## config.mk

```make
export PLATFORM = sky130hd
export DESIGN_NAME = oam_dma
export DESIGN_NICKNAME = d
export VERILOG_FILES = /design/src/rtl/oam_dma.sv
export SDC_FILE = /design/constraint.sdc
export NUM_CORES = 1
export LEC_CHECK = 0
export BUFFER_PORTS_ARGS = -buffer_cell sky130_fd_sc_hd__buf_4
export CAP_MARGIN = 20
export CORE_ASPECT_RATIO = 1.4
export CORE_MARGIN = 5
export CORE_UTILIZATION = 53
export DETAILED_ROUTE_END_ITERATION = 10
export GPL_TIMING_DRIVEN = 0
export PLACE_DENSITY = 0.84
export SLEW_MARGIN = 20
export SYNTH_ARGS = -nofsm -noshare
export SYNTH_HDL_FRONTEND = slang
export SYNTH_SLANG_ARGS = --single-unit
```

## constraint.sdc

```tcl
create_clock -name clock -period 3.2 [get_ports clock]
set_input_delay 0.48 -clock clock [delete_from_list [all_inputs] [get_ports clock]]
set_output_delay 0.48 -clock clock [all_outputs]
set_load 0.1 [all_outputs]
```

## src/rtl/oam_dma.sv

```systemverilog
// Sprite OAM DMA: a CPU write to the trigger address halts the CPU and copies one
// 256-byte page to the PPU OAM data port as 256 read/write cycle pairs.
module oam_dma #(
  parameter logic [15:0] TRIGGER_ADDR  = 16'h4014,
  parameter logic [15:0] OAM_DATA_ADDR = 16'h2004
) (
  input  logic        clock,
  input  logic        reset_n,
  input  logic [15:0] cpu_addr,
  input  logic [7:0]  cpu_data,
  input  logic        cpu_write,
  input  logic [7:0]  bus_data_in,
  output logic        rdy,
  output logic        dma_active,
  output logic [15:0] bus_addr,
  output logic [7:0]  bus_data_out,
  output logic        bus_write
);

  typedef enum logic [2:0] {StIdle, StHalt, StAlign, StRead, StWrite} state_e;

  state_e      state_q, state_d;
  logic        parity_q;
  logic [7:0]  page_q, page_d;
  logic [7:0]  idx_q, idx_d;
  logic        rdy_q, rdy_d;
  logic        dma_active_q, dma_active_d;
  logic        bus_write_q, bus_write_d;
  logic [15:0] bus_addr_q, bus_addr_d;

  always_comb begin
    state_d = state_q;
    page_d  = page_q;
    idx_d   = idx_q;
    case (state_q)
      StIdle: begin
        if (cpu_write && (cpu_addr == TRIGGER_ADDR)) begin
          page_d  = cpu_data;
          idx_d   = 8'h00;
          state_d = StHalt;
        end
      end
      // A HALT on a get cycle lets READ start immediately; otherwise burn one cycle.
      StHalt:  state_d = parity_q ? StAlign : StRead;
      StAlign: state_d = StRead;
      StRead:  state_d = StWrite;
      StWrite: begin
        idx_d   = idx_q + 8'd1;
        state_d = (idx_q == 8'hFF) ? StIdle : StRead;
      end
      default: state_d = StIdle;
    endcase
  end

  // Outputs are decoded from the next state so they are driven straight from flops.
  always_comb begin
    rdy_d        = (state_d == StIdle);
    dma_active_d = (state_d != StIdle);
    bus_write_d  = (state_d == StWrite);
    bus_addr_d   = 16'h0000;
    if (state_d == StRead) begin
      bus_addr_d = {page_d, idx_d};
    end else if (state_d == StWrite) begin
      bus_addr_d = OAM_DATA_ADDR;
    end
  end

  always_ff @(posedge clock or negedge reset_n) begin
    if (!reset_n) begin
      state_q      <= StIdle;
      parity_q     <= 1'b0;
      page_q       <= 8'h00;
      idx_q        <= 8'h00;
      rdy_q        <= 1'b1;
      dma_active_q <= 1'b0;
      bus_write_q  <= 1'b0;
      bus_addr_q   <= 16'h0000;
    end else begin
      state_q      <= state_d;
      parity_q     <= ~parity_q;
      page_q       <= page_d;
      idx_q        <= idx_d;
      rdy_q        <= rdy_d;
      dma_active_q <= dma_active_d;
      bus_write_q  <= bus_write_d;
      bus_addr_q   <= bus_addr_d;
    end
  end

  assign rdy          = rdy_q;
  assign dma_active   = dma_active_q;
  assign bus_write    = bus_write_q;
  assign bus_addr     = bus_addr_q;
  // Read data arrives the cycle after READ, so it is forwarded unregistered in WRITE.
  assign bus_data_out = (state_q == StWrite) ? bus_data_in : 8'h00;

endmodule
```

Word-level counts from Yosys, hierarchy flattened
Cells that the tools add are included.
{"block": "totals", "ff_bits": 39, "input_bits": 35, "output_inout_bits": 27, "word_cells": 33}
{"block": "classes", "n_addsub": 1, "eq_ne": 8, "mux": 11, "n_bitwise": 1, "n_reduce_logical": 4}
{"operator": "8-bit two-way mux", "count": 4}
{"operator": "16-bit by 15-bit == test with 1-bit output, second input constant", "count": 1}
{"operator": "16-bit two-way mux", "count": 1}
{"operator": "8-bit one-hot mux with 2 select lines", "count": 1}
{"operator": "3-bit one-hot mux with 5 select lines", "count": 1}
{"operator": "14-bit two-way mux", "count": 1}
{"operator": "3-bit by 2-bit == test with 1-bit output, second input constant", "count": 3}
{"operator": "8-bit by 1-bit adder with 8-bit output, second input constant", "count": 1}
{"operator": "8-bit == test, second input constant", "count": 1}
{"operator": "3-bit == test, second input constant", "count": 2}
{"operator": "3-bit logical NOT", "count": 2}
{"operator": "3-bit by 1-bit == test with 1-bit output, second input constant", "count": 1}
{"operator": "3-bit two-way mux", "count": 1}
{"operator": "3-bit nonzero test", "count": 1}
{"operator": "2-bit two-way mux", "count": 1}
{"operator": "1-bit logical AND", "count": 1}
{"operator": "1-bit two-way mux", "count": 1}
{"operator": "1-bit NOT", "count": 1}

Depth between registers and ports, before layout
{"block": "logic_depth", "depth_word": 7, "mapped_depth": 6, "ltp_nobuf": 5}

Least setup slack after synthesis
Ideal clock, no wire load.
{"block": "synth_path", "path_type": "reg-to-output", "from": "reg state_q[0]", "to": "out bus_data_out[0]", "arrival_time_ns": 1.922, "t_required_ns": 2.720, "setup_slack_ns": 0.798, "stages_incl_launch_ff": 5, "n_path_buf": 2, "path_cell_list": "dfrtp_1 -> buf_4 -> nor3b_2 -> clkbuf_1 -> and2_1"}
{"block": "synth_between", "elab_chain_len": 2}
{"item": "start, declared", "line_no": "22", "rtl": "state_e state_q, state_d;"}
{"item": "start signal, assigned", "line_no": "70", "rtl": "state_q <= StIdle;"}
{"item": "start signal, assigned", "line_no": "79", "rtl": "state_q <= state_d;"}
{"item": "3-bit == test", "line_no": "95", "rtl": "assign bus_data_out = (state_q == StWrite) ? bus_data_in : 8'h00;"}
{"item": "8-bit two-way mux", "line_no": "95"}
{"item": "end, declared", "line_no": "16", "rtl": "output logic [7:0] bus_data_out,"}
Every way passes these cells.

Worst setup path after layout
{"block": "layout_path", "from": "reg state_q[1]", "to": "out bus_data_out[7]"}
The elaborated chain is that of the path after synthesis.

==> results.toml <==
[timing]
fmax_mhz = 378
hold_viol = 0
setup_viol = 0
setup_tns_ps = 0
skew_ps = 8.88
rsz0062_at_grt = "no"
finalCritPeriodShare_pct = 82.7
tightest_slew_ps = 598
drv_slew = 0
relSlewSlack_pct = 60.0
period_needed_ps = 2650

[power]
peakVddDrop_mv = 0.996
p_leak_nw = 1.19
pwr-share-clk_pct = 26.7
netSwitchingPower_mw = 0.775
p_seq_share_pct = 33.2
power_density_nw_per_um2 = 765
p_comb_share_pct = 40.2
p_int_mw = 1.07
switching_share_pct = 42.0

[floorplanning]
die_y_um = 78.4
core_area_um2 = 3180
start_util_pct = 55.6
die_area_um2 = 4610
rows = 24
ios = 62
die_w_um = 58.8

[drt]
drt.antenna.violating_nets = 0
drt_iter0_markers = 71
wl_per_cell_um = 16.6
first_pass_iters = 4
drt_wl_total_mm = 4.58
drc = 0
via_per_inst = 5.66
vias = 1561

[finish]
nets = 272
layout-drive-gt1-share_pct = 35.9
fill_cells = 219
fin_util_pct = 75.8
stdcell_area_um2 = 2410
seqCellArea_um2 = 977
n_antenna_cell = 0
area_growth_pct = 36.4
multi_input_area_um2 = 728

[yosys]
synth.most_common_cell = "dfrtp_1"
synth-seq-cells = 39
synthCells = 168
synthFlopType = "dfrtp_1"
post-synth-top-area-cell = "dfrtp_1"
synth_seq_area_share_pct = 55.2
avgSynthCellArea_um2 = 10.5
yosys_warnings = 0
synth.net_count = 204
synth_common_cells = "38 x dfrtp_1, 18 x nand2_1, 13 x a21oi_1, 11 x nor2_1"
synth_cell_type_count = 45
synth.top_cells.by_area = "dfrtp_1 54%, nand2_1 3.8%, a21oi_1 3.7%, and2_1 2.8%, nor2_1 2.3%"
synth.top_cell.area_share_pct = 53.7
netlist_area_um2 = 1770
ys_async_sr_fraction_pct = 100
synth_edf_count = 0

[setup_path]
arrival_ps = 2170
crit_fanout = 10
end_kind = "output port"
crit_required_ps = 2720
critical_path.startpoint = "state_q[1]"
cp_cell_sequence = "buf_2 -> nor3b_2 -> clkbuf_1 -> and2_1 -> buf_4"
r2r_cells = 6
critPathLaunchType = "register"
crit_type = "reg2out"
crit_path_max_incr_delay_ps = 470
r2r_setup_slack_ps = 1050
r2r-start = "idx_q[0]"
crit_slowest_cell = "nor3b_2"

[clock_network]
cts_tree = "yes"
cts.hold.buffers_added = 0
cts_buffer_depth = 2
cts_resized = 0
cts_buffers = 5
path_clk_slew_ps = 80
cts_setup_buffers = 0
cts-htree-levels = 2
cts_sinks = 39
cts-root-buf = "clkbuf_8"
insertion_delay_ps = 300

[grt]
grt_pass1_vias = 1579
grt_max_degree = 40
grt_pass1_wl_mm = 7.25
antenna_found_initial = 0
gr-total-overflow = 0
grtUsageTotal_pct = 20.4

[placed_design]
dpl.hpwl_mm = 3.35
gp_congestion = 0.877
io_buffers = 61
placed_area_um2 = 2280

[hold_path]
hold_path.class = "in2async"

[outcome]
outcome = "complete, no violations"

[flow_run]
maxCapViolCount = 0
final timing paths:
check / end
worst max-delay path: bus_data_out[7]
worst min-delay path: bus_addr[2]
worst max register to register: state_q[0]
worst min register to register: parity_q
max in group asynchronous: rdy
min in group clock: parity_q
sequential cells by signal, summed over array words and instances, names as in the netlist:
signal and cells:
bus_addr 16, bus_write 1, dma_active 1, idx_q 8, page_q 8, parity_q 1
rdy 1, state_q 3
placed cells by master (no fill, tap or decap), types with 3 or more instances in the layout:
master / n
buf_4: 62
dfrtp_1: 38
nand2_1: 18
a21oi_1: 13
nor2_1: 11
nor3_1: 8
nand3_1: 8
and2_1: 8
o21ai_1: 7
clkbuf_8: 5
clkbuf_1: 4
nor4bb_1: 3
nor4_1: 3
buf_2: 3
o211ai_1: 3
final cells by class:
class / instances / share of cell area [%]
Buffer: 10 / 2.49
Clock buffer: 5 / 2.85
Clock inverter: 3 / 2.80
Inverter: 1 / 0.156
Multi-Input combinational cell: 118 / 30.2
Sequential cell: 39 / 40.5
Tap cell: 39 / 2.02
Timing Repair Buffer: 61 / 19.0
power by group through the flow:
stage | logic [mW] | registers, mW | clock network, mW
after floorplan | 0.309 | 0.853 | 0
after global placement | 0.711 | 0.618 | 0
after detailed placement | 0.733 | 0.619 | 0
after CTS | 0.739 | 0.612 | 0.492
after global routing | 0.775 | 0.620 | 0.513
final | 0.741 | 0.612 | 0.492
layer usage:
metal,track usage (%),vias to the layer above,part of all wire (%)
li1,-,745,-
met1,21.5,772,36
met2,38.3,38,58
met3,5.91,6,5.3
met4,5.44,0,1.1
met5,0,-,0
cell families after synthesis:
family	Yosys count	synth area share (%)
AOI/OAI and AO/OA	38	13.6
and+or+nand+nor	74	24.2
adders and majority gates	1	0.707
xor gates and xnor gates	4	1.98
muxes	1	0.636
buffers and inverters	11	3.61
DFF	39	55.2
metrics by stage:
step	cells	worst slack [ps]	total power [mW]	hold slack [ps]
2_1_floorplan	168	798	1.16	184
3_3_place_gp	268	972	1.33	407
3_5_place_dp	268	921	1.35	407
4_1_cts	276	572	1.84	153
5_1_grt	276	407	1.91	180
6_report	276	553	1.84	137
critical path: cells and delay by family (launching register included):
family | cells | cell delay (ps)
buffers and inverters | 3 | 810
flip-flops | 1 | 400
AND/OR/NAND/NOR | 2 | 660
(Power assumes the default switching activity.)
